### src/rtl/ppa_pkg.sv
// Shared widths and the stage-1 payload type for the shared approximate adder.
package ppa_pkg;

  localparam int WIDTH    = 16;
  localparam int APPROX_K = 8;
  localparam int NUM_REQ  = 4;
  localparam int ID_W     = $clog2(NUM_REQ);

  typedef struct packed {
    logic [ID_W-1:0]  id;
    logic [WIDTH-1:0] a;
    logic [WIDTH-1:0] b;
    logic             cin;
    logic             exact;
  } s1_pld_t;

endpackage

### src/rtl/bk_approx_core.sv
// Combinational adder: approximate sum (low carries truncated to one bit of
// look-back below APPROX_K, Brent-Kung prefix above it) alongside the exact sum.
module bk_approx_core
  import ppa_pkg::*;
#(
  parameter int WIDTH    = ppa_pkg::WIDTH,
  parameter int APPROX_K = ppa_pkg::APPROX_K
)(
  input  logic [WIDTH-1:0] a_i,
  input  logic [WIDTH-1:0] b_i,
  input  logic             cin_i,
  output logic [WIDTH-1:0] approx_sum_o,
  output logic             approx_cout_o,
  output logic [WIDTH-1:0] exact_sum_o,
  output logic             exact_cout_o
);

  localparam int N  = WIDTH - APPROX_K;
  localparam int LG = (N > 1) ? $clog2(N) : 0;

  logic [WIDTH-1:0] p, g;
  logic [N-1:0]     gg, pp;
  logic [WIDTH:0]   c;

  assign p = a_i ^ b_i;
  assign g = a_i & b_i;

  always_comb begin
    gg = g[WIDTH-1:APPROX_K];
    pp = p[WIDTH-1:APPROX_K];
    // Fold the restart carry (g[K-1]) into the lowest prefix node.
    gg[0] = g[APPROX_K] | (p[APPROX_K] & g[APPROX_K-1]);
    for (int d = 0; d < LG; d++) begin
      for (int i = 0; i < N; i++) begin
        if (i >= (1 << d) && ((i + 1) % (2 << d)) == 0) begin
          gg[i] = gg[i] | (pp[i] & gg[i - (1 << d)]);
          pp[i] = pp[i] & pp[i - (1 << d)];
        end
      end
    end
    for (int d = LG - 2; d >= 0; d--) begin
      for (int i = 0; i < N; i++) begin
        if (i >= (3 << d) - 1 && ((i + 1) % (2 << d)) == (1 << d)) begin
          gg[i] = gg[i] | (pp[i] & gg[i - (1 << d)]);
          pp[i] = pp[i] & pp[i - (1 << d)];
        end
      end
    end
    c = '0;
    for (int j = 1; j <= APPROX_K; j++) c[j] = g[j-1];
    for (int i = 0; i < N; i++) c[APPROX_K+i+1] = gg[i];
  end

  assign approx_sum_o  = p ^ c[WIDTH-1:0];
  assign approx_cout_o = c[WIDTH];

  assign {exact_cout_o, exact_sum_o} = {1'b0, a_i} + {1'b0, b_i} + {{WIDTH{1'b0}}, cin_i};

endmodule

### src/rtl/ppa_adder_arbiter.sv
// Round-robin front end and two-stage valid/ready pipeline around one shared
// approximate adder, with a saturating count of approximate-result errors.
module ppa_adder_arbiter
  import ppa_pkg::*;
#(
  parameter int  NUM_REQ  = ppa_pkg::NUM_REQ,
  parameter int  WIDTH    = ppa_pkg::WIDTH,
  parameter int  APPROX_K = ppa_pkg::APPROX_K,
  localparam int ID_W     = $clog2(NUM_REQ)
)(
  input  logic                     clk,
  input  logic                     rst,
  input  logic [NUM_REQ-1:0]       req_valid_i,
  output logic [NUM_REQ-1:0]       req_ready_o,
  input  logic [NUM_REQ*WIDTH-1:0] req_a_i,
  input  logic [NUM_REQ*WIDTH-1:0] req_b_i,
  input  logic [NUM_REQ-1:0]       req_cin_i,
  input  logic [NUM_REQ-1:0]       req_exact_i,
  output logic                     rsp_valid_o,
  input  logic                     rsp_ready_i,
  output logic [ID_W-1:0]          rsp_id_o,
  output logic [WIDTH-1:0]         rsp_sum_o,
  output logic                     rsp_cout_o,
  output logic                     rsp_err_o,
  input  logic                     err_clr_i,
  output logic [15:0]              err_count_o
);

  s1_pld_t          s1_q, s1_d;
  logic             s1_vld_q, s1_vld_d;
  logic [ID_W-1:0]  ptr_q, ptr_d;
  logic             rsp_valid_q, rsp_valid_d;
  logic [ID_W-1:0]  rsp_id_q, rsp_id_d;
  logic [WIDTH-1:0] rsp_sum_q, rsp_sum_d;
  logic             rsp_cout_q, rsp_cout_d;
  logic             rsp_err_q, rsp_err_d;
  logic [15:0]      err_cnt_q, err_cnt_d;

  logic [ID_W-1:0]  gnt_id;
  logic             gnt_any, s2_load, s1_load, accept, core_err, err_inc;
  logic [WIDTH-1:0] a_sum, e_sum;
  logic             a_cout, e_cout;

  // Search starts one past the last winner so every requester gets a turn.
  always_comb begin
    gnt_id  = '0;
    gnt_any = 1'b0;
    for (int k = 1; k <= NUM_REQ; k++) begin
      if (!gnt_any && req_valid_i[(int'(ptr_q) + k) % NUM_REQ]) begin
        gnt_any = 1'b1;
        gnt_id  = ID_W'((int'(ptr_q) + k) % NUM_REQ);
      end
    end
  end

  assign s2_load     = !rsp_valid_q || rsp_ready_i;
  assign s1_load     = !s1_vld_q || s2_load;
  assign accept      = gnt_any && s1_load && !rst;
  assign req_ready_o = {{(NUM_REQ-1){1'b0}}, accept} << gnt_id;

  // Approximate ops run the core at cin=0 so its exact output is the error reference.
  bk_approx_core #(.WIDTH(WIDTH), .APPROX_K(APPROX_K)) u_core (
    .a_i          (s1_q.a),
    .b_i          (s1_q.b),
    .cin_i        (s1_q.exact & s1_q.cin),
    .approx_sum_o (a_sum),
    .approx_cout_o(a_cout),
    .exact_sum_o  (e_sum),
    .exact_cout_o (e_cout)
  );

  assign core_err = !s1_q.exact && ({a_cout, a_sum} != {e_cout, e_sum});
  assign err_inc  = s2_load && s1_vld_q && core_err;

  always_comb begin
    s1_d        = s1_q;
    s1_vld_d    = s1_vld_q;
    ptr_d       = ptr_q;
    rsp_valid_d = rsp_valid_q;
    rsp_id_d    = rsp_id_q;
    rsp_sum_d   = rsp_sum_q;
    rsp_cout_d  = rsp_cout_q;
    rsp_err_d   = rsp_err_q;
    err_cnt_d   = err_cnt_q;
    if (s2_load) begin
      rsp_valid_d = s1_vld_q;
      if (s1_vld_q) begin
        rsp_id_d   = s1_q.id;
        rsp_sum_d  = s1_q.exact ? e_sum : a_sum;
        rsp_cout_d = s1_q.exact ? e_cout : a_cout;
        rsp_err_d  = core_err;
      end
    end
    if (s1_load) begin
      s1_vld_d = accept;
      if (accept) begin
        s1_d.id    = gnt_id;
        s1_d.a     = req_a_i[gnt_id*WIDTH +: WIDTH];
        s1_d.b     = req_b_i[gnt_id*WIDTH +: WIDTH];
        s1_d.cin   = req_cin_i[gnt_id];
        s1_d.exact = req_exact_i[gnt_id];
        ptr_d      = gnt_id;
      end
    end
    if (err_clr_i) err_cnt_d = '0;
    else if (err_inc && err_cnt_q != 16'hFFFF) err_cnt_d = err_cnt_q + 16'd1;
  end

  always_ff @(posedge clk or posedge rst) begin
    if (rst) begin
      s1_q        <= '0;
      s1_vld_q    <= 1'b0;
      ptr_q       <= ID_W'(NUM_REQ - 1);
      rsp_valid_q <= 1'b0;
      rsp_id_q    <= '0;
      rsp_sum_q   <= '0;
      rsp_cout_q  <= 1'b0;
      rsp_err_q   <= 1'b0;
      err_cnt_q   <= '0;
    end else begin
      s1_q        <= s1_d;
      s1_vld_q    <= s1_vld_d;
      ptr_q       <= ptr_d;
      rsp_valid_q <= rsp_valid_d;
      rsp_id_q    <= rsp_id_d;
      rsp_sum_q   <= rsp_sum_d;
      rsp_cout_q  <= rsp_cout_d;
      rsp_err_q   <= rsp_err_d;
      err_cnt_q   <= err_cnt_d;
    end
  end

  assign rsp_valid_o = rsp_valid_q;
  assign rsp_id_o    = rsp_id_q;
  assign rsp_sum_o   = rsp_sum_q;
  assign rsp_cout_o  = rsp_cout_q;
  assign rsp_err_o   = rsp_err_q;
  assign err_count_o = err_cnt_q;

endmodule

### config.mk
export PLATFORM = sky130hd
export DESIGN_NAME = ppa_adder_arbiter
export DESIGN_NICKNAME = d
export VERILOG_FILES = /design/src/rtl/ppa_pkg.sv /design/src/rtl/bk_approx_core.sv /design/src/rtl/ppa_adder_arbiter.sv
export SDC_FILE = /design/constraint.sdc
export NUM_CORES = 1
export LEC_CHECK = 0
export CORE_MARGIN = 4
export CORE_UTILIZATION = 53
export CTS_BUF_LIST = sky130_fd_sc_hd__clkbuf_8
export CTS_CLUSTER_SIZE = 16
export DETAILED_ROUTE_END_ITERATION = 16
export GPL_TIMING_DRIVEN = 0
export PLACE_DENSITY = 0.89
export SETUP_SLACK_MARGIN = 0.1
export SLEW_MARGIN = 20
export SYNTH_ARGS = -nofsm -noshare
export SYNTH_HDL_FRONTEND = slang
export SYNTH_SLANG_ARGS = --single-unit
### constraint.sdc
create_clock -name clk -period 6.9 [get_ports clk]
set_clock_uncertainty 0.05 [all_clocks]
set_input_delay 0.69 -clock clk [delete_from_list [all_inputs] [get_ports clk]]
set_output_delay 0.69 -clock clk [all_outputs]
set_load 0.03 [all_outputs]
# Word-level counts from Yosys, hierarchy flattened
# Cells that the tools add are included.
# classes
add_sub_neg	7
n_lt_le_gt_ge	5
n_eq_ne	2
shift	3
mux	28
bitwise_logic	36
reduce_logical	25
# op_table
op	n
$shiftx A64 B7 Y16	2
$mux W16	3
$xor A16 B16 Y16	2
$add A16 B16 Y17	1
$add A17 B1 Y17	1
$and A1 B1 Y1	17
$ne A17 B17 Y1	1
$add A16 B1 Y16 const B	1
$and A16 B16 Y16	1
$lt A3 B4 Y1 const B	4
$ne A16 B16 Y1 const B	1
$mux W1	15
$bmux W1 S2	6
$or A1 B1 Y1	12
$logic_and A1 B1 Y1	9
$mux W2	4
$reduce_or A2 Y1	4
$logic_not A1 Y1	7
$add A2 B1 Y2 const B	2
$add A2 B2 Y2 const B	2
$and A1 B1 Y1 const A	4
$reduce_and A2 Y1	2
$shl A1 B2 Y4	1
$lt A2 B3 Y1 const B	1
other kinds (2)	3
# totals
regBits	76
in_bits	144
output_inout_bits	41

# Logic depth before layout (Yosys ltp)
# Gate-level depths: netlist of the first run.
# depth
word_depth	19
depth_mapped	19
ltp_nobuf	18

# Modules after synthesis
# Synthesis of the first run repeated with hierarchy kept, for this count alone.
# unflattened
hier_cells	644
area_unflattened_um2	5746.8
# by_module_without_submodules
module	n_inst	cells_per_inst	area_per_inst_um2	seq_area_each_um2
ppa_adder_arbiter	1	518	4687.0	1904.3
bk_approx_core	1	126	1059.8	0.0

# Worst setup path before layout of the first run
# OpenSTA, ideal clock, no wires.
# synth_path
path_kind	reg2reg
start	reg s1_q[9] (netlist name)
end	reg err_cnt_q[10] (netlist: err_count_o[10])
setup_time_ps	128
arrival_time_ps	4268
required_ps	6722
path_slack_ps	2454
path_stages_with_launch	20
path_buffers	1
synth_period_minus_slack_ps	4446
cell_sequence	dfrtp_1 > ha_1 > fa_1 > inv_1 > fa_1 > nor2b_1 > o21a_1 > or2_2 > a31oi_1 > fa_1 > xor2_1 > a21oi_1 > nand4_1 > a31oi_1 > o21ai_0 > a2111o_1 > nor4_4 > buf_6 > nor4_1 > mux2_1
# synth_between
elab_chain_len	17
elab_cells_between_ends	26
classes_between	add/sub: 2; eq/ne: 1; bitwise: 19; reduce/logical: 4
# synth_rtl
item	line_no	text
start: declaration	ppa_adder_arbiter.sv:29	s1_pld_t s1_q, s1_d;
start signal: assignment	ppa_adder_arbiter.sv:111	s1_q <= '0;
start signal: assignment	ppa_adder_arbiter.sv:121	s1_q <= s1_d;
parallel branches: the longest is 12 deep, another holds $add A16 B16 Y17	--	
$ne A17 B17 Y1 (*)	ppa_adder_arbiter.sv:72	assign core_err = !s1_q.exact && ({a_cout, a_sum} != {e_cout, e_sum});
$logic_and A1 B1 Y1 (*)	ppa_adder_arbiter.sv:72	
$logic_and A1 B1 Y1 (*)	ppa_adder_arbiter.sv:73	assign err_inc = s2_load && s1_vld_q && core_err;
$logic_and A1 B1 Y1 (*)	ppa_adder_arbiter.sv:106	else if (err_inc && err_cnt_q != 16'hFFFF) err_cnt_d = err_cnt_q + 16'd1;
$reduce_bool A2 Y1 (no line) (*)	--	
end signal: assignment	ppa_adder_arbiter.sv:129	err_cnt_q <= err_cnt_d;
end: declaration	ppa_adder_arbiter.sv:37	logic [15:0] err_cnt_q, err_cnt_d;
# Mark *: on every way between the ends.
# A chain may end at the register's enable or synchronous reset.

# Worst setup path after layout of the first run
# layout_path
start	reg s1_q[9] (netlist name)
end	reg err_cnt_q[9] (netlist: err_count_o[9])
# The elaborated chain is that of the path after synthesis.

==> results of run 1 <==
sequential cells by signal (all words and copies together) (netlist names):
register     flops
err_count_o     16
rsp_err_o        1
rsp_valid_o      1
s1_vld_q         1
rsp_id_o         2
ptr_q            2
rsp_cout_o       1
rsp_sum_o       16
s1_q            36
report_power, final:
group          total [mW]  switching (mW)  internal (mW)
clock network       0.377           0.175          0.202
logic                2.26            1.33          0.935
registers           0.709           0.116          0.592
total                3.35            1.62           1.73
cell type report:
type | instances | area, um2
repair buffers | 185 | 1870
multi-input cells | 653 | 3740
clock inverters | 7 | 93.8
clock buffers | 9 | 124
flip-flops and latches | 76 | 1900
inverters | 32 | 123
well taps | 140 | 175
plain buffers | 50 | 216
fillers | 857 | 2690
per-stage QoR:
| step | cell area [um2] | hold slack, ps | util | power (mW) |
|---|---|---|---|---|
| after floorplan | 5980 | 392 | - | 2.28 |
| after global placement | 8000 | 410 | 0.731 | 2.87 |
| after detailed placement | 8030 | 419 | 0.734 | 2.94 |
| after CTS | 8250 | 436 | 0.754 | 3.32 |
| after global routing | 8250 | 464 | 0.754 | 3.60 |
| final | 8250 | 429 | 0.754 | 3.35 |
worst paths after layout:
check | start | to | slack, ps | depth (start not counted)
max in group asynchronous | rst | rsp_sum_o[4] | 5580 | 3
min | rsp_sum_o[13] | rsp_sum_o[13] | 430 | 2
min reg2reg | rsp_sum_o[13] | rsp_sum_o[13] | 430 | 2
max reg2reg | s1_q[9] | err_count_o[9] | 1940 | 19
max | s1_q[9] | err_count_o[9] | 1940 | 19
min in group asynchronous | rst | s1_q[13] | 650 | 2
worst reg2reg max path: cells and delay by family (launching register included):
family	cells	cell delay, ps
adders and majority gates	4	1420
AOI/OAI and AO/OA	6	1180
and+or+nand+nor	5	960
DFF	1	440
muxes	1	310
buffers and inverters	2	300
xor gates and xnor gates	1	220
cells in the final DEF (no fill, tap or decap), types with 3 or more instances in the layout:
| master | instances |
|---|---|
| clkdlybuf4s50_1 | 184 |
| nand2_1 | 147 |
| nor2_1 | 139 |
| o21ai_0 | 97 |
| dfrtp_1 | 74 |
| nand3_1 | 47 |
| clkbuf_1 | 36 |
| inv_1 | 32 |
| a21oi_1 | 22 |
| nor2b_1 | 19 |
| ha_1 | 17 |
| xnor2_1 | 14 |
| fa_1 | 13 |
| clkbuf_8 | 9 |
| nand2b_1 | 8 |
| a21o_1 | 8 |
| nor3_1 | 8 |
| nand4_1 | 8 |
| xor2_1 | 8 |
| and3_1 | 7 |
| a211oi_1 | 7 |
| mux2i_1 | 7 |
| buf_1 | 6 |
| mux2_1 | 6 |
| nor4_1 | 5 |
| buf_2 | 5 |
| a31oi_1 | 5 |
| or4_1 | 5 |
| or3_1 | 5 |
| mux2_2 | 5 |
| or2_2 | 4 |
| clkinvlp_4 | 4 |
| buf_6 | 3 |
| and2_1 | 3 |
| o21a_1 | 3 |
| nor3b_1 | 3 |
| mux2_4 | 3 |
per-layer routing:
metal | vias to the layer above | share of wire | global-route usage | wire [um]
li1 | 3132 | - | - | -
met1 | 2994 | 0.41 | 0.363 | 7610
met2 | 302 | 0.48 | 0.470 | 8870
met3 | 43 | 0.081 | 0.0581 | 1510
met4 | 0 | 0.032 | 0.121 | 600
met5 | - | 0 | 0 | 0
cells by family after synthesis:
family	count (synthesis)	share of synthesized area
AOI/OAI and AO/OA	162	0.157
buffers and inverters	82	0.0563
xor gates and xnor gates	23	0.0360
muxes	21	0.0399
DFF	76	0.318
adders and majority gates	30	0.0791
and+or+nand+nor	417	0.313
==> run_results.csv, run 1 <==
group,metric,value,unit
run_status,outcome,"finished clean",
pwr,peakVddDrop,0.266,mV
worst_setup_path,worstPathArrival,5160,ps
sta,worst_slack,1940,ps
pwr,cellPowerDensity,406,nW/um2
synthesis,ys_seq_area_frac,0.318,
clock_tree,clock_sink_count,76,
global_route,antenna_found_initial,0,
synthesis,synth_edf_count,0,
global_route,overflow,0,
floorplan,fp.dieH,114,um
global_route,grt_start_max_net_pins,52,
synthesis,synth_cell_type_count,60,
place,dpl.hpwl,15100,um
synthesis,synth_nets,985,
detailed_routing,drt_iter0_markers,558,
floorplan,die_area,13100,um2
worst_setup_path,crit_path_frequent_cell,"fa_1",
detailed_routing,wire_per_inst,16.1,um
global_route,grt_pass1_wl,29700,um
worst_setup_path,cp-start-kind,"flop",
flow_run,cap_violations,0,
synthesis,synthTopCellsByArea,"dfrtp_1, nand2_1, nor2_1, o21ai_0, fa_1",
floorplan,design.portCount,185,
place,place_congestion,0.961,
sta,setup_tns,0,ps
worst_setup_path,critPathBufInv,2,
sta,rsz0062_at_grt,"false",
layout,synthToLayoutAreaGrowth,37.9,%
synthesis,synth.most_common_cell,"nand2_1",
synthesis,netlist_area,5980,um2
synthesis,synth-main-ff-cell,"dfrtp_1",
detailed_routing,drc,0,
clock_tree,cts_resized,0,
worst_setup_path,crit_type,"flop to flop",
floorplan,rows,38,
sta,finalHoldViolCount,0,
sta,tightest_slew,673,ps
clock_tree,clock_latency,360,ps
clock_tree,cts_inserted_buffers,9,
worst_setup_path,critPathMaxFanout,10,
place,post-place-ws,2020,ps
pwr,p_leak,3.53,nW
floorplan,start_util,0.547,
place,dp.cells,1136,
synthesis,postSynthAreaPerCell,7.38,um2
synthesis,synth_common_cells,"nand2_1, nor2_1, o21ai_0",
clock_tree,clock_path_buffers,2,
synthesis,syn_inst,811,
clock_tree,path_clk_slew,80,ps
layout,final_cells,1152,
worst_setup_path,cp.required,7100,ps
sta,slew_viol_final,0,
clock_tree,cts_root_buf,"clkbuf_8",
worst_setup_path,max_stage_delay,530,ps
synthesis,synth-seq-cells,76,
layout,nets,1181,
synthesis,ys_warn_count,0,
synthesis,ys_async_sr_fraction,1.00,
synthesis,yosysTopAreaCell,"dfrtp_1",
floorplan,core,10900,um2
place,io_buffer_count,184,
clock_tree,post_cts.repair.setup_buffers,0,
detailed_routing,drt_wl_total,18600,um
worst_setup_path,worst_setup_path_end_kind,"flop",
clock_tree,hold_buffers,0,
layout,antenna_cells,0,
detailed_routing,final_antenna_net_count,0,
sta,maxSlewHeadroom,0.551,
sta,fmax,201,MHz
sta,finalSetupViolations,0,
worst_setup_path,crit_slowest_cell,"fa_1",
hold_path,hp-class,"flop to flop",
detailed_routing,via_count,6471,
sta,finalCriticalPeriod,4960,ps
worst_setup_path,crit_chain,"ha_1, fa_1, inv_1, fa_1, nor2b_1, o21a_1, or2_2, a31oi_1, fa_1, xor2_1, a21oi_1, nand4_1, a31oi_1, o21ai_0, a2111o_1, nor4_4, buf_6, nor4_1, mux2_1",
floorplan,die_width,114,um
detailed_routing,viasPerCell,5.62,
synthesis,synth_top_area_frac,0.310,
clock_tree,htree_levels,3,
detailed_routing,drtPass1Iterations,5,
worst_setup_path,path_delay_family,"adder cells",
clock_tree,tritoncts,"built",
global_route,grt_usage,0.285,
layout,drive_above_1_share,0.0504,
sta,fin_crit_sh,0.719,
global_route,grt_pass1_vias,6235,
(Power assumes the default switching activity.)
==> inputs of run 2 (changes only) <==
--- a/config.mk
+++ b/config.mk
@@ -6,12 +6,12 @@
 export NUM_CORES = 1
 export LEC_CHECK = 0
 export CORE_MARGIN = 4
-export CORE_UTILIZATION = 53
+export CORE_UTILIZATION = 44
 export CTS_BUF_LIST = sky130_fd_sc_hd__clkbuf_8
 export CTS_CLUSTER_SIZE = 16
 export DETAILED_ROUTE_END_ITERATION = 16
 export GPL_TIMING_DRIVEN = 0
-export PLACE_DENSITY = 0.89
+export PLACE_DENSITY = 0.79
 export SETUP_SLACK_MARGIN = 0.1
 export SLEW_MARGIN = 20
 export SYNTH_ARGS = -nofsm -noshare
==> constraint.sdc (replaced) <==
create_clock -name clk -period 4.1 [get_ports clk]
set_clock_uncertainty 0.05 [all_clocks]
set_input_delay 0.41 -clock clk [delete_from_list [all_inputs] [get_ports clk]]
set_output_delay 0.41 -clock clk [all_outputs]
set_load 0.03 [all_outputs]
==> run 2 against run 1 <==
Sequential share of layout area decreased by 0.90 points. Flip-flop and latch count unchanged. Core utilization decreased by 11 points. Hold slack got worse by 120 ps. Largest power group unchanged. Die area increased by 19%. Global-route usage decreased by 4.2 points. Combinational power increased by 79%. The flow now finishes with violations (setup timing).
==> run_results.csv, run 2 (synthesis gave the netlist of run 1 again) <==
group,metric,value,unit
clock_tree,path_clk_slew,80,ps
pwr,cellPowerDensity,685,nW/um2
floorplan,fp.dieH,125,um
layout,drive_above_1_share,0.0906,
floorplan,die_width,125,um
layout,layout_commonest_cell,"clkdlybuf4s50_1",
layout,antenna_cells,0,
worst_setup_path,crit_slowest_cell,"or4_1",
detailed_routing,via_count,6344,
place,dpl.hpwl,15300,um
sta,setup_tns,-5360,ps
detailed_routing,drt_wl_total,19400,um
clock_tree,tritoncts,"built",
worst_setup_path,critPathMaxFanout,5,
clock_tree,htree_levels,3,
detailed_routing,final_antenna_net_count,0,
worst_setup_path,cp.required,4310,ps
global_route,grt_start_max_net_pins,61,
place,io_buffer_count,184,
run_status,violations,"setup timing",
global_route,grt_pass1_vias,6179,
detailed_routing,drtPass1Iterations,5,
clock_tree,clock_sink_count,76,
sta,finalSetupViolations,17,
layout,regArea,1900,um2
sta,fin_crit_sh,1.09,
floorplan,start_util,0.450,
sta,fmax,224,MHz
worst_setup_path,crit_type,"flop to flop",
worst_setup_path,critPathBufInv,3,
layout,nets,1195,
worst_setup_path,cp-start-kind,"flop",
layout,n_fill_cell,1140,
floorplan,die_area,15500,um2
worst_setup_path,worstPathArrival,4680,ps
floorplan,design.portCount,185,
worst_setup_path,crit_path_frequent_cell,"fa_2",
global_route,overflow,0,
run_status,outcome,"finished, violations left",
worst_setup_path,worst_setup_path_end_kind,"flop",
clock_tree,clock_latency,370,ps
sta,rsz0062_at_grt,"true",
layout,synthToLayoutAreaGrowth,43.5,%
clock_tree,cts_root_buf,"clkbuf_8",
detailed_routing,drt_iter0_markers,375,
sta,worst_slack,-367,ps
sta,maxSlewHeadroom,0.546,
layout,layout_common_cells,"clkdlybuf4s50_1, nand2_1, nor2_1",
clock_tree,clock_path_buffers,2,
floorplan,rows,42,
detailed_routing,viasPerCell,5.28,
detailed_routing,drc,0,
sta,finalHoldViolCount,0,
sta,tightest_slew,682,ps
clock_tree,cts_inserted_buffers,9,
place,place_congestion,0.917,
global_route,grt_pass1_wl,30800,um
layout,regMostFlops,"s1_q",
pwr,peakVddDrop,0.282,mV
place,post-place-ws,-484,ps
global_route,grt_usage,0.242,
layout,largest_reg_flops,36,
worst_setup_path,crit_chain,"ha_2, fa_2, inv_2, fa_2, nor2b_1, o21a_1, or2_4, a31oi_4, fa_2, or4_1, nor3_1, a21oi_1, o2111ai_2, nor4_4, buf_4, buf_8, nor4_1, mux2_2",
floorplan,core,13300,um2
sta,finalCriticalPeriod,4470,ps
detailed_routing,wire_per_inst,16.2,um
flow_run,cap_violations,0,
worst_setup_path,path_delay_family,"simple AND/OR/NAND/NOR gates",
pwr,p_leak,3.63,nW
global_route,antenna_found_initial,0,
layout,multi_input_area,3900,um2
hold_path,hp-class,"input pin to asynchronous set/reset pin",
sta,slew_viol_final,0,
worst_setup_path,max_stage_delay,560,ps
## run 2: cell count changes in the layout (fill, tap and decap cells not counted), sizes merged
cell / change
buf: +14
clkinv: +1
inv: +1
clkinvlp: -2
## run 2: what timing repair did
action | 4_1_cts | 5_1_grt
resized for setup | 9 | 20
endpoints found under the setup margin | 17 | 17
setup buffers | 10 | 3
hold buffers | 0 | 0
pin swaps | 10 | 19
cloned | 1 | 0
## run 2: final cells by class
cell class / count / area share
multi-input cells: 653 / 0.454
repair buffers: 199 / 0.232
flip-flops and latches: 76 / 0.222
plain buffers: 50 / 0.0257
well taps: 176 / 0.0257
clock buffers: 9 / 0.0144
inverters: 32 / 0.0143
clock inverters: 7 / 0.0114
## run 2: routing by layer
layer	vias to the layer above	track usage	wire, um
met5	-	0	0
met2	229	0.418	9420
li1	3158	-	-
met1	2927	0.304	8320
met3	30	0.0459	1260
met4	0	0.0825	427
## run 2: path summary, 6_finish.rpt
check	start	endpoint	cells after the start	slack (ps)
min	rst	s1_q[14]	2	310
max	s1_q[9]	err_count_o[10]	18	-370
min reg2reg	rsp_sum_o[10]	rsp_sum_o[10]	2	430
max in group asynchronous	rst	rsp_sum_o[7]	3	3140
max reg2reg	s1_q[9]	err_count_o[10]	18	-370
min in group clk	rsp_sum_o[10]	rsp_sum_o[10]	2	430
## run 2: worst register-to-register path, stage by stage, from the launching register on
cell       delay, ps
dfrtp_1          400
ha_2             200
fa_2             360
inv_2             70
fa_2             190
nor2b_1           50
o21a_1           200
or2_4            250
a31oi_4          190
fa_2             500
or4_1            560
nor3_1           160
a21oi_1           80
o2111ai_2        120
nor4_4            70
buf_4            160
buf_8            140
nor4_1           240
mux2_2           370
## run 2: power by group
group          switching (mW)  total [mW]  internal (mW)
Sequential              0.188        1.19          0.997
Clock                   0.297       0.643          0.345
Combinational            2.34        4.05           1.71
## run 2: per-stage QoR
stage               cells  total power, mW  instance area [um2]  utilization  hold slack (ps)
floorplan             811             3.90                 6020            -              392
global placement     1171             4.95                 8080        0.608              414
detailed placement   1172             5.03                 8110        0.610              422
CTS                  1199             5.79                 8460        0.636              306
global route         1202             6.35                 8580        0.645              315
finish               1202             5.88                 8580        0.645              312
